`src/rtl/pvp_pkg.sv`:
```
// Shared PvP definitions: screen geometry, sprite size, direction and bullet state encodings.
// Imported by the bullet engine and by the collision stage.
package pvp_pkg;

  localparam int SCREEN_W    = 640;
  localparam int SCREEN_H    = 480;
  localparam int PLAYER_SIZE = 16;

  typedef enum logic [1:0] {
    UP    = 2'd0,
    RIGHT = 2'd1,
    DOWN  = 2'd2,
    LEFT  = 2'd3
  } dir_t;

  typedef enum logic [1:0] {
    READY    = 2'd0,
    FLYING   = 2'd1,
    COOLDOWN = 2'd2
  } bullet_state_t;

endpackage

```
`src/rtl/pvp_bullet_step.sv`:
```
// Projectile single-step: next position plus screen-exit flag for one move of SPEED pixels.
// Latency: combinational. Backpressure: none.
// Exit tests use 11-bit arithmetic so a move never wraps through 0 or 1023.
module pvp_bullet_step
  import pvp_pkg::*;
#(
  parameter int SPEED = 4,
  parameter int X_MAX = pvp_pkg::SCREEN_W - 1,
  parameter int Y_MAX = pvp_pkg::SCREEN_H - 1
) (
  input  logic [9:0] pos_x,
  input  logic [9:0] pos_y,
  input  dir_t       dir,
  output logic [9:0] next_x,
  output logic [9:0] next_y,
  output logic       exit_flag
);

  localparam logic [10:0] SPD11  = 11'(SPEED);
  localparam logic [9:0]  SPD10  = 10'(SPEED);
  localparam logic [10:0] X_LIM  = 11'(X_MAX);
  localparam logic [10:0] Y_LIM  = 11'(Y_MAX);

  always_comb begin
    next_x    = pos_x;
    next_y    = pos_y;
    exit_flag = 1'b0;
    unique case (dir)
      UP: begin
        exit_flag = ({1'b0, pos_y} < SPD11);
        next_y    = pos_y - SPD10;
      end
      RIGHT: begin
        exit_flag = (({1'b0, pos_x} + SPD11) > X_LIM);
        next_x    = pos_x + SPD10;
      end
      DOWN: begin
        exit_flag = (({1'b0, pos_y} + SPD11) > Y_LIM);
        next_y    = pos_y + SPD10;
      end
      LEFT: begin
        exit_flag = ({1'b0, pos_x} < SPD11);
        next_x    = pos_x - SPD10;
      end
      default: exit_flag = 1'b0;
    endcase
  end

endmodule

```
`src/rtl/pvp_bullet_ctrl.sv`:
```
// Per-player bullet engine: fire edge detect, spawn at player centre, motion, edge/hit retire, cooldown.
// Latency: one cycle from fire_rise/frame_tick/hit to registered outputs. Backpressure: none.
// PVP_BULLET_AUTOFIRE_EN: a held fire level re-spawns in READY once armed by a release after reset.
module pvp_bullet_ctrl
  import pvp_pkg::dir_t, pvp_pkg::bullet_state_t, pvp_pkg::READY, pvp_pkg::FLYING, pvp_pkg::COOLDOWN;
#(
  parameter int PLAYER_SIZE     = pvp_pkg::PLAYER_SIZE,
  parameter int SCREEN_W        = pvp_pkg::SCREEN_W,
  parameter int SCREEN_H        = pvp_pkg::SCREEN_H,
  parameter int SPEED           = 4,
  parameter int COOLDOWN_FRAMES = 8
) (
  input  logic       clk,
  input  logic       rst_n,
  input  logic       frame_tick,
  input  logic       fire,
  input  logic [9:0] playerX,
  input  logic [9:0] playerY,
  input  logic [1:0] facing,
  input  logic       hit,
  output logic [9:0] bulletX,
  output logic [9:0] bulletY,
  output logic       bullet_active,
  output logic       shot_fired
);

  localparam logic [9:0] HALF    = 10'(PLAYER_SIZE / 2);
  localparam logic [7:0] CD_LOAD = 8'(COOLDOWN_FRAMES);

  bullet_state_t state_q, state_d;
  dir_t          dir_q, dir_d;
  logic [7:0]    cd_q, cd_d;
  logic          fire_prev;
  logic          fire_rise;
  logic          spawn_req;
  logic [9:0]    x_d, y_d;
  logic          act_d, shot_d;
  logic [9:0]    step_x, step_y;
  logic          step_exit;

  assign fire_rise = fire & ~fire_prev;

`ifdef PVP_BULLET_AUTOFIRE_EN
  // Cleared by reset so a button held through reset must be released once before any shot.
  logic armed_q;

  always_ff @(posedge clk or negedge rst_n) begin
    if (!rst_n) begin
      armed_q <= 1'b0;
    end else if (!fire) begin
      armed_q <= 1'b1;
    end
  end

  assign spawn_req = fire & armed_q;
`else
  assign spawn_req = fire_rise;
`endif

  pvp_bullet_step #(
    .SPEED (SPEED),
    .X_MAX (SCREEN_W - 1),
    .Y_MAX (SCREEN_H - 1)
  ) u_step (
    .pos_x     (bulletX),
    .pos_y     (bulletY),
    .dir       (dir_q),
    .next_x    (step_x),
    .next_y    (step_y),
    .exit_flag (step_exit)
  );

  always_comb begin
    state_d = state_q;
    dir_d   = dir_q;
    cd_d    = cd_q;
    x_d     = bulletX;
    y_d     = bulletY;
    act_d   = bullet_active;
    shot_d  = 1'b0;
    unique case (state_q)
      READY: begin
        if (spawn_req) begin
          x_d     = playerX + HALF;
          y_d     = playerY + HALF;
          dir_d   = dir_t'(facing);
          act_d   = 1'b1;
          shot_d  = 1'b1;
          state_d = FLYING;
        end
      end
      FLYING: begin
        // Hit outranks motion; retirement keeps the last position on the bus.
        if (hit) begin
          act_d   = 1'b0;
          cd_d    = CD_LOAD;
          state_d = COOLDOWN;
        end else if (frame_tick) begin
          if (step_exit) begin
            act_d   = 1'b0;
            cd_d    = CD_LOAD;
            state_d = COOLDOWN;
          end else begin
            x_d = step_x;
            y_d = step_y;
          end
        end
      end
      COOLDOWN: begin
        if (CD_LOAD == 8'd0) begin
          state_d = READY;
        end else if (frame_tick) begin
          if (cd_q == 8'd0) begin
            state_d = READY;
          end else begin
            cd_d = cd_q - 8'd1;
          end
        end
      end
      default: state_d = READY;
    endcase
  end

  always_ff @(posedge clk or negedge rst_n) begin
    if (!rst_n) begin
      state_q       <= READY;
      dir_q         <= pvp_pkg::UP;
      cd_q          <= '0;
      fire_prev     <= 1'b1;
      bulletX       <= '0;
      bulletY       <= '0;
      bullet_active <= 1'b0;
      shot_fired    <= 1'b0;
    end else begin
      state_q       <= state_d;
      dir_q         <= dir_d;
      cd_q          <= cd_d;
      fire_prev     <= fire;
      bulletX       <= x_d;
      bulletY       <= y_d;
      bullet_active <= act_d;
      shot_fired    <= shot_d;
    end
  end

endmodule

```
`config.mk`:
```
export PLATFORM = sky130hd
export DESIGN_NAME = pvp_bullet_ctrl
export DESIGN_NICKNAME = d
export VERILOG_FILES = /design/src/rtl/pvp_pkg.sv /design/src/rtl/pvp_bullet_step.sv /design/src/rtl/pvp_bullet_ctrl.sv
export SDC_FILE = /design/constraint.sdc
export NUM_CORES = 1
export LEC_CHECK = 0
export BUFFER_PORTS_ARGS = -buffer_cell sky130_fd_sc_hd__buf_2
export CAP_MARGIN = 5
export CORE_ASPECT_RATIO = 1.75
export CORE_MARGIN = 4
export CORE_UTILIZATION = 40
export CTS_CLUSTER_SIZE = 40
export DETAILED_ROUTE_END_ITERATION = 10
export PLACE_DENSITY = 0.72
export SLEW_MARGIN = 25
export SYNTH_ARGS = -nofsm -noshare
export SYNTH_HDL_FRONTEND = slang
export SYNTH_HIERARCHICAL = 1
export SYNTH_SLANG_ARGS = --single-unit
```
`constraint.sdc`:
```
create_clock -name clk -period 2.6 [get_ports clk]
set_input_delay 0.39 -clock clk [delete_from_list [all_inputs] [get_ports clk]]
set_output_delay 0.39 -clock clk [all_outputs]
set_load 0.02 [all_outputs]
```
==> metrics, run 1 <==
fmax 0.390 GHz; Yosys Warn Count 6; Worst-path clk slew approximately 0.05 ns; Critical Path Sink Type register; crit-path max cell delay between 0.3 and 0.4 ns; sequential area share after synthesis around 31%; Routability Congestion about 0.9; Avg Inst Size Synth between 8 and 9 um2; critical path's slowest cell dfrtp_2; maxcap violations 0; Slew headroom slightly above 40%; hold crit path type in -> async; Critical Path Source Type register; Final Hold Vio Count 0; Netlist cell types 65; Crit Path Max Fanout 4; CTS hold repair buffers 0; PortBufs 48; grt ovf 0; die height 119 um; diode count 0; Vias/cell about 5.4; Final #Nets around 430; number of remaining DRC errors 0; layout cells sized above 1 between 30% and 40%; asr flop ratio synth 100%; worst path bufs/invs 1; Post-DP HPWL approximately 5500 um; Arr. time, crit path between 2 and 3 ns; worst setup path start bulletX[2]; clock root buffer clkbuf_16; post-CTS setup buffer count 0; clock sinks 35; Area contributors post-synth dfrtp_1, xnor2_1, nand2_1, nor2_1, ha_1; Net Count, Synth 370; cell family with most CP delay compound AO/OA/AOI/OAI gates; WL/cell around 16 um; leakage 1.44 nW; max-slew violations 0; outcome complete, no violations; most instantiated library cell after synthesis nand2_1; Post-synth EDFFs 0; clk buf depth 2; Non-Filler Instances between 400 and 500; area leader, netlist dfrtp_1; H-Tree Depth 2; global-route usage over all layers between 10% and 20%; #FFs+latches synth 35; pre-CTS setup slack -0.102 ns; Rows 40; CTS Buf Count 5; post-synthesis cell count roughly 330; via count ~2,600; Synth top area share a little under a third; IO Count approximately 50; unrepaired setup endpoints after global routing true; Slew @ Worst Pin between 0.8 and 0.9 ns; clock skew around 0.0033 ns; Initial DRT Pass Iterations 4; placed insts approximately 460; ANT nets after route 0; initial antenna violation count 0; cell depth of the worst setup path 11; Post-Syn Area 2810 um2; Iter 0 DRT Violations 86; Crit Path Class reg -> reg; Overall Power between 4 and 5 mW; worst r2r src bulletX[2]; Pwr Density approximately 1200 nW/um2; Primary FF master, synth dfrtp_1; total die area roughly 8500 um2; first-pass GRT wire length around 12,000 um; core area between 6000 and 7000 um2; clk_lat worst skew about 0.28 ns; crit-path cells inv_1 -> ha_1 -> nand2_1 -> nor3_2 -> o2111ai_1 -> a311o_1 -> a32oi_2 -> a21o_1 -> nand2_2 -> and2_4 -> a211o_1; Initial Util 41.0%; die span in x just over 70 um; Synth top cells by count nand2_1, nor2_1, dfrtp_1, xnor2_1, nand3_1; crit share post-route between 90% and 100%; # setup viols final 0; worst r2r path cells 11; TritonCTS clock tree built; peak supply drop about 610 uV; vias in the first global route around 2,700; area grow syn2layout 20.3%; WL final between 7000 and 8000 um; PnR worst setup slack 0.0371 ns; WP data required 2.76 ns; Min Clock Period, post-route 2.56 ns; pin count of the biggest net entering global routing 36
repair_timing:
action	4_1_cts	5_1_grt
pin swaps	1	1
gates cloned	2	0
endpoints found under the hold margin	0	0
setup endpoints to repair	15	23
resized for setup	2	5
layer usage:
metal  GRT usage [%]  vias up  routed length (um)
met1            18.5     1220                2720
met5               0        -                   0
li1                -     1277                   -
met3            3.29       21                 256
met2            33.8       56                4260
met4            10.4        0                 252
flip-flops by register name, indices dropped and copies added (netlist names):
| signal | cells |
|---|---|
| bulletX | 10 |
| bulletY | 10 |
| cd_q | 8 |
| dir_q | 2 |
| state_q | 2 |
| bullet_active | 1 |
| fire_prev | 1 |
| shot_fired | 1 |
cell usage in the layout (no fill, tap or decap), types with 2 or more instances in the layout:
cell type and instances:
buf_2 48, nand2_1 44, nor2_1 42, dfrtp_1 31
buf_4 24, xnor2_1 20, nand3_1 13, a21oi_1 12
a31oi_1 11, xor2_1 11, o21ai_0 10, ha_1 9
inv_1 8, nor3_1 8, o21ai_1 6, clkbuf_16 5
a221oi_2 4, mux2_2 4, nand4_1 4, and3_1 3
nor3_2 3, a31o_2 3, or3_1 3, mux2i_1 3
nor3b_1 3, dfrtp_2 3, nor4b_2 2, nand2b_1 2
a21o_1 2, nand3b_1 2, clkbuf_8 2, inv_2 2
nor4_1 2, o22ai_1 2
cell families after synthesis:
logic type	share of synthesized area (%)
AO/OA/AOI/OAI	16.6
buffers and inverters	7.66
multiplexers	2.67
XOR/XNOR	9.66
flip-flops	31.2
adder cells (fa/ha/maj)	4.45
AND/OR/NAND/NOR	27.7
path summary, 6_finish.rpt:
kind                                       to  slack (ns)
worst max-delay path                  cd_q[2]        0.04
worst min-delay path               state_q[1]        0.20
worst max register to register        cd_q[2]        0.04
worst min register to register  bullet_active        0.50
max in group asynchronous          bulletY[2]        1.83
min in group clk                    fire_prev        0.22
cell type report:
type / instances / area [um2]
fill: 652 / 3480
multi-input combinational: 263 / 1770
sequential: 35 / 881
timing repair buffer: 73 / 432
clock buffer: 7 / 153
tap: 84 / 105
inverter: 10 / 37.5
clock inverter: 1 / 7.51
report_power, final:
group          leakage (nW)  switching [mW]  internal, mW
Clock                0.0761           0.224         0.407
Sequential            0.411           0.334         0.788
Combinational         0.956            1.38          1.05
metrics by stage:
| step | cell area, um2 | utilization, % | hold slack [ns] | TNS [ns] |
|---|---|---|---|---|
| 6_report | 3380 | 49.3 | 0.204 | 0 |
| 5_1_grt | 3380 | 49.3 | 0.224 | -0.335 |
| 4_1_cts | 3360 | 49.0 | 0.222 | 0 |
| 3_5_place_dp | 3170 | 46.3 | 0.489 | -0.372 |
| 3_3_place_gp | 3170 | 46.3 | 0.484 | -0.0245 |
| 2_1_floorplan | 2820 | - | 0.0944 | 0 |
No activity file was read; power rests on OpenSTA's default activity.
==> run 2, diff against run 1 <==
--- a/config.mk
+++ b/config.mk
@@ -13,6 +13,7 @@
 export CTS_CLUSTER_SIZE = 40
 export DETAILED_ROUTE_END_ITERATION = 10
 export PLACE_DENSITY = 0.72
+export RECOVER_POWER = 25
 export SLEW_MARGIN = 25
 export SYNTH_ARGS = -nofsm -noshare
 export SYNTH_HDL_FRONTEND = slang
==> metrics, run 2 (synthesized netlist as in run 1, its figures left out) <==
outcome finished, violations left; failing checks max-capacitance violations, max-slew violations; design area between 3000 and 4000 um2; Rows 40; most frequent cells in the layout buf_2, nand2_1, nor2_1; total die area around 8500 um2; hold crit path type in -> reg; Arr. time, crit path about 2.7 ns; Initial Util 41.0%; post-CTS setup buffer count 0; Critical Path Sink Type register; H-Tree Depth 2; worst r2r src bulletX[2]; critical path's slowest cell dfrtp_2; vias in the first global route 2,704; clock skew about 0.0033 ns; Iter 0 DRT Violations between 80 and 90; first-pass GRT wire length roughly 12,000 um; worst hold path depth 1; diode count 0; HP Start fire; Final #Nets around 430; TritonCTS clock tree built; capturing point of the worst reg2reg path cd_q[2]; # setup viols final 0; global-route usage over all layers a little under a fifth; Pwr Density 1240 nW/um2; unrepaired setup endpoints after global routing true; clk_lat worst skew 0.28 ns; Vias/cell about 5.4; layout cells sized above 1 between 30% and 40%; clock sinks 35; PortBufs 48; die height between 100 and 150 um; worst path bufs/invs 1; grt ovf 0; Critical Path Source Type register; die span in x roughly 71 um; placed insts ~460; fmax 0.390 GHz; worst r2r path cells 11; ANT nets after route 0; Final Hold Vio Count 0; Crit Path Max Fanout 4; Post-DP Area around 3200 um2; hold slack ~0.21 ns; crit share post-route between 90% and 100%; cell family with most CP delay compound AO/OA/AOI/OAI gates; WL/cell 15.8 um; maxcap violations 1; pre-CTS setup slack -0.102 ns; CTS Buf Count 5; FF-to-FF setup slack between 0.03 and 0.04 ns; Slew headroom -29.8%; Worst-path clk slew about 0.06 ns; CTS hold repair buffers 0; Crit Path Class reg -> reg; Non-Filler Instances 473; crit-path max cell delay approximately 0.38 ns; core area between 6000 and 7000 um2; IO Count 49; PnR worst setup slack roughly 0.037 ns; commonest non-fill, non-tap cell in the layout buf_2; crit-path cells inv_1 -> ha_1 -> nand2_1 -> nor3_2 -> o2111ai_1 -> a311o_1 -> a32oi_2 -> a21o_1 -> nand2_2 -> and2_4 -> a211o_1; clk buf depth 2; Routability Congestion about 0.89; clock root buffer clkbuf_16; biggest regs bulletX x10, bulletY x10, cd_q x8; pin count of the biggest net entering global routing 36; area grow syn2layout 20.2%; initial antenna violation count 0; number of remaining DRC errors 0; Initial DRT Pass Iterations 4; filler instances approximately 650; Min Clock Period, post-route ~2.6 ns; fin util 49.3%; Post-DP HPWL approximately 5500 um; WL final ~7500 um; via count 2,574; leakage around 1.4 nW; peak supply drop a little over 600 uV; max-slew violations 36; Slew @ Worst Pin ~1.9 ns; WP data required about 2.8 ns; Hold Crit Endpoint fire_prev
[run 2: cell types whose count changed in the layout (fill, tap and decap cells not counted), sizes merged]
cell | before | now
buf | 73 | 71
clkbuf | 7 | 9
[run 2: worst reg2reg max path, cell delays in order (launching register included)]
cell	delay, ns
dfrtp_2	0.38
inv_1	0.09
ha_1	0.31
nand2_1	0.07
nor3_2	0.11
o2111ai_1	0.13
a311o_1	0.38
a32oi_2	0.25
a21o_1	0.21
nand2_2	0.07
and2_4	0.16
a211o_1	0.28
[run 2: area by class of cell]
class	instances	area [um2]	area share [%]
clock inverters	1	7.51	0.222
well taps	84	105	3.11
repair buffers	73	429	12.7
multi-input cells	263	1770	52.3
clock buffers	7	153	4.52
inverters	10	37.5	1.11
flip-flops and latches	35	881	26.1
[run 2: worst max-delay path by stage]
stage	start	endpoint	slack (ns)	cells past startpoint
floorplan	bulletX[2]	bulletX[8]	0.02	12
global placement	bulletY[2]	bulletX[7]	-0.01	10
detailed placement	bulletY[2]	bulletX[7]	-0.10	10
CTS	bulletX[2]	cd_q[2]	0.01	11
global route	bulletY[3]	cd_q[2]	-0.09	11
finish	bulletX[2]	cd_q[2]	0.04	11
[run 2: power by group]
group / internal, mW / switching [mW]
registers: 0.788 / 0.334
clock network: 0.407 / 0.224
logic: 1.05 / 1.38
[run 2: what timing repair did]
item | 4_1_cts | 5_1_grt
gates cloned | 2 | 0
setup endpoints to repair | 15 | 23
pin swaps | 1 | 1
gates resized for setup | 2 | 5
[run 2: stage by stage]
stage | power [mW] | TNS [ns]
2_1_floorplan | 2.79 | 0
3_3_place_gp | 3.40 | -0.0245
3_5_place_dp | 3.46 | -0.372
4_1_cts | 4.17 | 0
5_1_grt | 4.50 | -0.335
6_report | 4.19 | 0
[run 2: metal layers]
layer / vias to the layer above / GRT usage, % / wire length, um
li1: 1277 / - / -
met1: 1220 / 18.5 / 2720
met2: 56 / 33.8 / 4260
met3: 21 / 3.29 / 256
met4: 0 / 10.4 / 252
met5: - / 0 / 0
